$ cat config.mk
export PLATFORM = sky130hd
export DESIGN_NAME = alu_regfile_wb_flat
export DESIGN_NICKNAME = d
export VERILOG_FILES = /design/src/rtl/alu_regfile_wb_if.sv /design/src/rtl/alu_regfile_wb.sv /design/src/flat_wrapper.sv
export SDC_FILE = /design/constraint.sdc
export NUM_CORES = 1
export LEC_CHECK = 0
export CORE_MARGIN = 2
export CORE_UTILIZATION = 33
export DETAILED_ROUTE_END_ITERATION = 6
export GPL_ROUTABILITY_DRIVEN = 0
export PLACE_DENSITY_LB_ADDON = 0.2
export SLEW_MARGIN = 20
export SYNTH_ARGS = -nofsm -noshare
export SYNTH_HDL_FRONTEND = slang
export SYNTH_SLANG_ARGS = --single-unit
$ cat constraint.sdc
create_clock -name clk -period 13.5 [get_ports clk]
set_input_delay 4.05 -clock clk [delete_from_list [all_inputs] [get_ports clk]]
set_output_delay 4.05 -clock clk [all_outputs]
set_load 0.1 [all_outputs]
$ cat src/rtl/alu_regfile_wb_if.sv
// Operand read, issue and ALU-result signals between decode/ALU (master)
// and the register file / writeback stage (slave).
interface alu_regfile_wb_if #(
    parameter int DATA_W = 16,
    parameter int ADDR_W = 3
);
    logic [ADDR_W-1:0] rs_addr;
    logic [ADDR_W-1:0] rt_addr;
    logic [DATA_W-1:0] rs_data;
    logic [DATA_W-1:0] rt_data;
    logic              issue_valid;
    logic [ADDR_W-1:0] issue_dest;
    logic              stall;
    logic              ex_valid;
    logic [ADDR_W-1:0] ex_dest;
    logic [DATA_W-1:0] ex_result;
    logic              sb_err;

    modport master (
        output rs_addr, rt_addr, issue_valid, issue_dest, ex_valid, ex_dest, ex_result,
        input  rs_data, rt_data, stall, sb_err
    );

    modport slave (
        input  rs_addr, rt_addr, issue_valid, issue_dest, ex_valid, ex_dest, ex_result,
        output rs_data, rt_data, stall, sb_err
    );
endinterface

$ cat src/rtl/alu_regfile_wb.sv
// Architectural register file with a one-stage writeback register, read
// bypass from that stage, and a per-register busy scoreboard driving stall.
module alu_regfile_wb #(
    parameter int DATA_W = 16,
    parameter int ADDR_W = 3
) (
    input  logic          clk,
    input  logic          rst,
    alu_regfile_wb_if.slave bus
);
    localparam int NREG = 1 << ADDR_W;

    logic [DATA_W-1:0] mem_q [NREG];
    logic [NREG-1:0]   busy_q, busy_d;
    logic              wb_valid_q;
    logic [ADDR_W-1:0] wb_addr_q;
    logic [DATA_W-1:0] wb_data_q;
    logic              sb_err_q, sb_err_d;
    logic              stall;
    logic              accept;

    function automatic logic [DATA_W-1:0] read_port(input logic [ADDR_W-1:0] a);
        if (a == '0)
            return '0;
        else if (wb_valid_q && wb_addr_q == a)
            return wb_data_q;
        else
            return mem_q[a];
    endfunction

    // A result sitting in the wb stage resolves the hazard through bypass.
    function automatic logic hazard(input logic [ADDR_W-1:0] r);
        return (r != '0) && busy_q[r] && !(wb_valid_q && wb_addr_q == r);
    endfunction

    always_comb begin
        // NOTE: every combinational output gets a default first so no path can infer a latch.
        stall    = 1'b0;
        busy_d   = busy_q;
        sb_err_d = sb_err_q;
        if (bus.issue_valid)
            stall = hazard(bus.rs_addr) || hazard(bus.rt_addr) || hazard(bus.issue_dest);
        accept = bus.issue_valid && !stall;
        if (wb_valid_q)
            busy_d[wb_addr_q] = 1'b0;
        // Set after clear: a newly accepted producer owns the register.
        if (accept && bus.issue_dest != '0)
            busy_d[bus.issue_dest] = 1'b1;
        if (bus.ex_valid && bus.ex_dest != '0 && !busy_q[bus.ex_dest])
            sb_err_d = 1'b1;
    end

    always_comb begin
        bus.rs_data = read_port(bus.rs_addr);
        bus.rt_data = read_port(bus.rt_addr);
    end

    assign bus.stall  = stall;
    assign bus.sb_err = sb_err_q;

    // NOTE: the array is reset because architectural state must read zero after rst, which costs a flop reset per bit instead of a RAM macro.
    always_ff @(posedge clk or posedge rst) begin
        if (rst) begin
            for (int i = 0; i < NREG; i++)
                mem_q[i] <= '0;
            busy_q     <= '0;
            wb_valid_q <= 1'b0;
            wb_addr_q  <= '0;
            wb_data_q  <= '0;
            sb_err_q   <= 1'b0;
        end else begin
            // NOTE: all state uses non-blocking assignment so every register samples pre-edge values.
            if (wb_valid_q && wb_addr_q != '0)
                mem_q[wb_addr_q] <= wb_data_q;
            busy_q     <= busy_d;
            wb_valid_q <= bus.ex_valid && (bus.ex_dest != '0);
            wb_addr_q  <= bus.ex_dest;
            wb_data_q  <= bus.ex_result;
            sb_err_q   <= sb_err_d;
        end
    end
endmodule

$ cat src/flat_wrapper.sv
// flat-port wrapper written by rule: the top's interface ports become plain ports
module alu_regfile_wb_flat 
#(
    parameter int DATA_W = 16,
    parameter int ADDR_W = 3
)
  (clk, rst, bus_rs_addr, bus_rt_addr, bus_issue_valid, bus_issue_dest, bus_ex_valid, bus_ex_dest, bus_ex_result, bus_rs_data, bus_rt_data, bus_stall, bus_sb_err);
  alu_regfile_wb_if #(.DATA_W(DATA_W), .ADDR_W(ADDR_W)) bus_i ();
  input  logic clk;
  input  logic rst;
  input wire logic [$bits(bus_i.rs_addr)-1:0] bus_rs_addr;
  input wire logic [$bits(bus_i.rt_addr)-1:0] bus_rt_addr;
  input wire logic [$bits(bus_i.issue_valid)-1:0] bus_issue_valid;
  input wire logic [$bits(bus_i.issue_dest)-1:0] bus_issue_dest;
  input wire logic [$bits(bus_i.ex_valid)-1:0] bus_ex_valid;
  input wire logic [$bits(bus_i.ex_dest)-1:0] bus_ex_dest;
  input wire logic [$bits(bus_i.ex_result)-1:0] bus_ex_result;
  output wire logic [$bits(bus_i.rs_data)-1:0] bus_rs_data;
  output wire logic [$bits(bus_i.rt_data)-1:0] bus_rt_data;
  output wire logic [$bits(bus_i.stall)-1:0] bus_stall;
  output wire logic [$bits(bus_i.sb_err)-1:0] bus_sb_err;
  assign bus_i.rs_addr = bus_rs_addr;
  assign bus_i.rt_addr = bus_rt_addr;
  assign bus_i.issue_valid = bus_issue_valid;
  assign bus_i.issue_dest = bus_issue_dest;
  assign bus_i.ex_valid = bus_ex_valid;
  assign bus_i.ex_dest = bus_ex_dest;
  assign bus_i.ex_result = bus_ex_result;
  assign bus_rs_data = bus_i.rs_data;
  assign bus_rt_data = bus_i.rt_data;
  assign bus_stall = bus_i.stall;
  assign bus_sb_err = bus_i.sb_err;
  alu_regfile_wb #(.DATA_W(DATA_W), .ADDR_W(ADDR_W)) u_core (.clk(clk), .rst(rst), .bus(bus_i));
endmodule
==> impl_metrics.toml, run 1 <==
[timing]
timing.fmax_mhz = 85.6
hold_ws_ns = 0.396
hold_viol = 0
tightest_slew_ns = 0.990
setup_violations = 0
post-route-period-util_pct = 86.6
skew_ns = 0.00941
maxSlewHeadroom_pct = 33.8
final_max_slew_viol_count = 0
setup-tns-final_ns = 0
setup_ws_ns = 1.81
rsz0062_at_grt = "no"
min_period_ns = 11.69

[layout]
post-route-util_pct = 40.0
drive_above_1_share_pct = 39.0
final_cell_area_sq_mm = 0.00972
final_cells = 944
num_antenna_cells = 0
finish.net_count = 639
final.fill_count = 2263
syn_to_final_growth_pct = 18.8

[hold_path]
worstHoldPathType = "reg -> reg"
whs_path_depth = 0

[routing]
dr.pass1.iters = 4
ant_nets = 0
post_drt_wl_per_cell_microns = 23.0
viasPerCell = 5.46
drcViolationCount = 0
via_count = 5150
drt_iter0_drc = 320
drt_wl_total_microns = 21700

[logic_synthesis]
syn_area_sq_mm = 0.00819
syn_nets = 593
yosys_warnings = 0
yosysUniqueCellTypes = 35
yosys-top-cells-area = "dfrtp_1, mux4_2, mux2_2, mux2i_1, a211oi_1"
syn-mean-instance-area_sq_um = 14.6
syn_inst = 561
synth-seq-cells = 156
synth.largest_area_cell = "dfrtp_1"
synth_top_area_share_pct = 47.7
synth_seq_area_share_pct = 47.7

[cts]
path_clk_slew_ns = 0.07
cts_buffers = 17
hold_buffers = 0
h-tree-depth = 4
cts_tree = "yes"
insertion_delay_ns = 0.43
post_cts_buffers = 0
post_cts_resized = 0
cts_root_buffer = "clkbuf_16"
clockBufferDepth = 2
clkSinkCount = 156

[global_route]
grt-ovfl-total = 0
grt_pass1_wl_microns = 34200
grt_max_degree = 101
grt_pass1_vias = 5648
grt_use_total_pct = 17.4
antenna_found_initial = 0

[floorplan]
start_util_pct = 33.7
core_sq_mm = 0.0243
rows = 57
dieArea_sq_mm = 0.0261
fp.dieH_microns = 161
die_x_microns = 161
io_pins = 66

[power]
design_power_total_mw = 1.70
ir_drop_uv = 104
p_per_area_mw_per_mm2 = 175
p_leak_nw = 3.93

[flow_run]
max_cap_viol_count = 0

[place]
portBuffers = 65
dp_hpwl_microns = 13600
place_area_sq_mm = 0.00910
place_inst = 912
dpl_worst_slack_ns = 1.78

[worst_setup_path]
critPathKind = "in -> out"
worst_ep_required_time_ns = 9.45
critPathLaunchType = "input port"
rr_worst_depth = 6
cp_max_fo = 21
cp.arrival_ns = 7.64
worst_setup_path_end_kind = "output port"

[status]
status = "completed"
-- power breakdown --
part / internal [mW] / switching (mW) / total (mW)
Clock: 0.302 / 0.205 / 0.507
Combinational: 0.230 / 0.325 / 0.555
Sequential: 0.559 / 0.0802 / 0.640
-- placed cells by master, fill, tap and decap left out, types with 5 or more instances in the layout --
master | netlist | final
a211oi_1 | 32 | 32
a32o_1 | 7 | 7
buf_4 | 10 | 18
clkbuf_16 | 0 | 17
clkdlybuf4s50_1 | 0 | 61
dfrtp_1 | 156 | 156
mux2_2 | 114 | 114
mux2i_1 | 41 | 41
mux4_2 | 65 | 65
nand2_1 | 5 | 5
nand3b_1 | 5 | 5
nor2_1 | 34 | 34
xnor2_1 | 9 | 9
-- registers in the layout, indices dropped and copies added, names as in the netlist --
signal	count
u_core.wb_addr_q	3
u_core.wb_data_q	16
u_core.mem_q	128
u_core.bus.sb_err	1
u_core.wb_valid_q	1
u_core.busy_q	7
-- routing by layer --
metal  up-vias  GRT usage, %  wire (microns)
met2       122          29.1           10800
met3        22          3.83             982
met5         -             0               0
li1       2240             -               -
met1      2766          22.9            9590
met4         0          4.79             277
-- cells by family (layout without fill, tap and decap cells) --
logic type / Yosys count / in the layout / synth area share, %
AO/OA/AOI/OAI: 48 / 48 / 4.75
multiplexers: 220 / 220 / 38.6
XOR/XNOR: 9 / 9 / 0.963
AND/OR/NAND/NOR: 67 / 67 / 4.34
buffers and inverters: 61 / 120 / 3.67
flip-flops: 156 / 156 / 47.7
-- path summary, 6_finish.rpt --
kind,end,slack (ns),start
setup reg to reg,u_core.busy_q[5],10.91,u_core.wb_addr_q[2]
setup / recovery,bus_stall,1.81,bus_rt_addr[2]
min in group asynchronous,u_core.mem_q[42],4.18,rst
max in group asynchronous,u_core.mem_q[51],7.98,rst
hold / removal,u_core.mem_q[122],0.40,u_core.mem_q[122]
hold reg to reg,u_core.mem_q[122],0.40,u_core.mem_q[122]
-- critical path, cell delays in order --
cell and delay [ns]:
clkdlybuf4s50_1 0.45, buf_4 0.39, xnor2_1 0.17, nand4_1 0.49, buf_4 0.44, nor2b_4 0.17, a211oi_4 0.37, nor2b_1 0.09
clkdlybuf4s50_1 0.98
-- area by class of cell --
type,count,area [sq um],share of cell area (%)
Inverter,4,20.0,0.206
Clock buffer,20,457,4.70
Timing Repair Buffer,84,781,8.03
Sequential cell,156,3900,40.2
Tap cell,324,405,4.17
Clock inverter,12,164,1.69
Multi-Input combinational cell,344,3990,41.1
-- cells in the mapped netlist --
cell      instances
dfrtp_1         156
mux2_2          114
mux4_2           65
mux2i_1          41
nor2_1           34
a211oi_1         32
clkbuf_1         23
buf_2            21
buf_4            10
xnor2_1           9
a32o_1            7
nand2_1           5
nand3b_1          5
inv_1             4
nand4_1           4
nor2b_1           4
nand4b_1          3
a21oi_1           2
and2_1            2
buf_1             2
nand3_1           2
nor3_1            2
nor3b_2           2
a211oi_4          1
a221o_1           1
a31o_2            1
buf_6             1
nand2b_1          1
nor2b_4           1
nor3_2            1
nor3b_1           1
o2111a_1          1
o21ai_0           1
o21ai_1           1
o31a_1            1
(Power assumes the default switching activity.)
==> inputs of run 2 (changes only) <==
--- a/config.mk
+++ b/config.mk
@@ -5,11 +5,13 @@
 export SDC_FILE = /design/constraint.sdc
 export NUM_CORES = 1
 export LEC_CHECK = 0
+export CAP_MARGIN = 25
 export CORE_MARGIN = 2
 export CORE_UTILIZATION = 33
 export DETAILED_ROUTE_END_ITERATION = 6
 export GPL_ROUTABILITY_DRIVEN = 0
 export PLACE_DENSITY_LB_ADDON = 0.2
+export SKIP_CTS_REPAIR_TIMING = 1
 export SLEW_MARGIN = 20
 export SYNTH_ARGS = -nofsm -noshare
 export SYNTH_HDL_FRONTEND = slang
==> run 2 against run 1 <==
- cell count is 0.11% higher
- total power hardly changed
- utilization is 0.11 points higher
- hold slack hardly changed
- non-clock buffer count is 1 higher
- design area is 0.28% higher
- fmax hardly changed
- register-to-register slack hardly changed
- clock skew is 0.0011 ns higher
- critical endpoint unchanged
- highest routed layer unchanged
==> impl_metrics.toml, run 2 (same netlist as run 1, synthesis figures left out) <==
[worst_setup_path]
r2r_setup_slack_ns = 10.92
cp_max_fo = 21
worst_ep_required_time_ns = 9.45
worst_setup_path_end_kind = "output port"
rr_worst_depth = 6
cp.arrival_ns = 7.64
r2r_end = "u_core.busy_q[5]"
critPathLaunchType = "input port"
critPathKind = "in -> out"
r2r_start = "u_core.wb_addr_q[2]"

[power]
design_power_total_mw = 1.70
ir_drop_uv = 104
clock_power_share_pct = 29.8
seqPwrFrac_pct = 37.6
p_sw_share_pct = 35.8
p_int_mw = 1.09
p_per_area_mw_per_mm2 = 175
p_leak_nw = 3.94
p_switching_uw = 610
pwr-share-comb_pct = 32.7

[timing]
skew_ns = 0.0105
setup_violations = 0
setup_ws_ns = 1.81
maxSlewHeadroom_pct = 33.8
final_max_slew_viol_count = 0
hold_viol = 0
post-route-period-util_pct = 86.6
rsz0062_at_grt = "no"
timing.fmax_mhz = 85.6
hold_ws_ns = 0.396
setup-tns-final_ns = 0
min_period_ns = 11.69
tightest_slew_ns = 0.990

[routing]
dr.pass1.iters = 4
ant_nets = 0
viasPerCell = 5.43
post_drt_wl_per_cell_microns = 22.9
drt_wl_total_microns = 21700
via_count = 5128
drcViolationCount = 0
drt_iter0_drc = 300

[cts]
insertion_delay_ns = 0.43
clkSinkCount = 156
cts_root_buffer = "clkbuf_16"
h-tree-depth = 4
clockBufferDepth = 2
cts_buffers = 17
cts_tree = "yes"
path_clk_slew_ns = 0.07

[floorplan]
start_util_pct = 33.7
io_pins = 66
fp.dieH_microns = 161
core_sq_mm = 0.0243
die_x_microns = 161
dieArea_sq_mm = 0.0261
rows = 57

[global_route]
grt-ovfl-total = 0
grt_pass1_wl_microns = 34200
antenna_found_initial = 0
grt_max_degree = 101
grt_pass1_vias = 5648
grt_use_total_pct = 17.4

[place]
dpl_worst_slack_ns = 1.78
place_inst = 912
portBuffers = 65
dp_hpwl_microns = 13600

[status]
status = "completed"

[layout]
largest_reg_flops = 128
mostFrequentLayoutCells = "dfrtp_1, mux2_2, mux4_2, clkdlybuf4s50_1, mux2i_1"
reg.largest.list = "u_core.mem_q x128, u_core.wb_data_q x16, u_core.busy_q x7"
layout_commonest_cell = "dfrtp_1"
final_cells = 945
regMostFlops = "u_core.mem_q"
syn_to_final_growth_pct = 19.1
drive_above_1_share_pct = 39.1
final.fill_count = 2260
finish.net_count = 640
num_antenna_cells = 0

[flow_run]
max_cap_viol_count = 0

[hold_path]
whs_path_depth = 0
hold_path.startpoint = "u_core.mem_q[122]"
worstHoldPathType = "reg -> reg"
hold_end = "u_core.mem_q[122]"
## run 2: cell types whose count changed in the layout (fill, tap and decap cells not counted), sizes merged
| cell | before | now |
|---|---|---|
| buf | 23 | 24 |
## run 2: per-layer routing
layer	track usage, %	up-vias	wire length [microns]
met5	0	-	0
met4	4.79	0	269
met3	3.83	21	924
met2	29.1	115	10900
met1	22.9	2750	9600
li1	-	2242	-
## run 2: final cells by class
type | instances | area, sq um | area share, %
multi-input cells | 344 | 3990 | 40.9
inverters | 4 | 20.0 | 0.205
clock buffers | 20 | 457 | 4.68
well taps | 324 | 405 | 4.16
clock inverters | 12 | 164 | 1.68
flip-flops and latches | 156 | 3900 | 40.0
repair buffers | 85 | 808 | 8.29
## run 2: critical path, cell delays in order
cell and delay, ns:
clkdlybuf4s50_1 0.47, buf_4 0.41, xnor2_1 0.17, nand4_1 0.56, buf_8 0.39, o2111a_1 0.18, a211oi_4 0.34, nor2b_1 0.09
clkdlybuf4s50_1 0.98
## run 2: power groups by stage
stage / clock network (mW) / logic [mW] / registers, mW
3_3_place_gp: 0 / 0.552 / 0.636
5_1_grt: 0.541 / 0.584 / 0.654
6_report: 0.507 / 0.556 / 0.640
4_1_cts: 0.518 / 0.561 / 0.638
2_1_floorplan: 0 / 0.450 / 0.615
3_5_place_dp: 0 / 0.559 / 0.646
## run 2: worst max-delay path by stage
stage,cells past startpoint,slack [ns],endpoint,startpoint
after CTS,7,1.77,bus_rt_data[7],bus_rt_addr[2]
final,9,1.81,bus_stall,bus_rs_addr[2]
after floorplan,6,2.19,bus_rt_data[10],bus_rt_addr[1]
after detailed placement,7,1.78,bus_rt_data[8],bus_rt_addr[2]
after global routing,9,1.61,bus_stall,bus_rt_addr[2]
after global placement,8,1.35,bus_stall,bus_rs_addr[2]
## run 2: through the flow
stage | utilization [%] | area (sq um)
4_1_cts | 40.0 | 9720
3_3_place_gp | 37.4 | 9090
6_report | 40.1 | 9750
2_1_floorplan | - | 8190
5_1_grt | 40.1 | 9750
3_5_place_dp | 37.4 | 9100
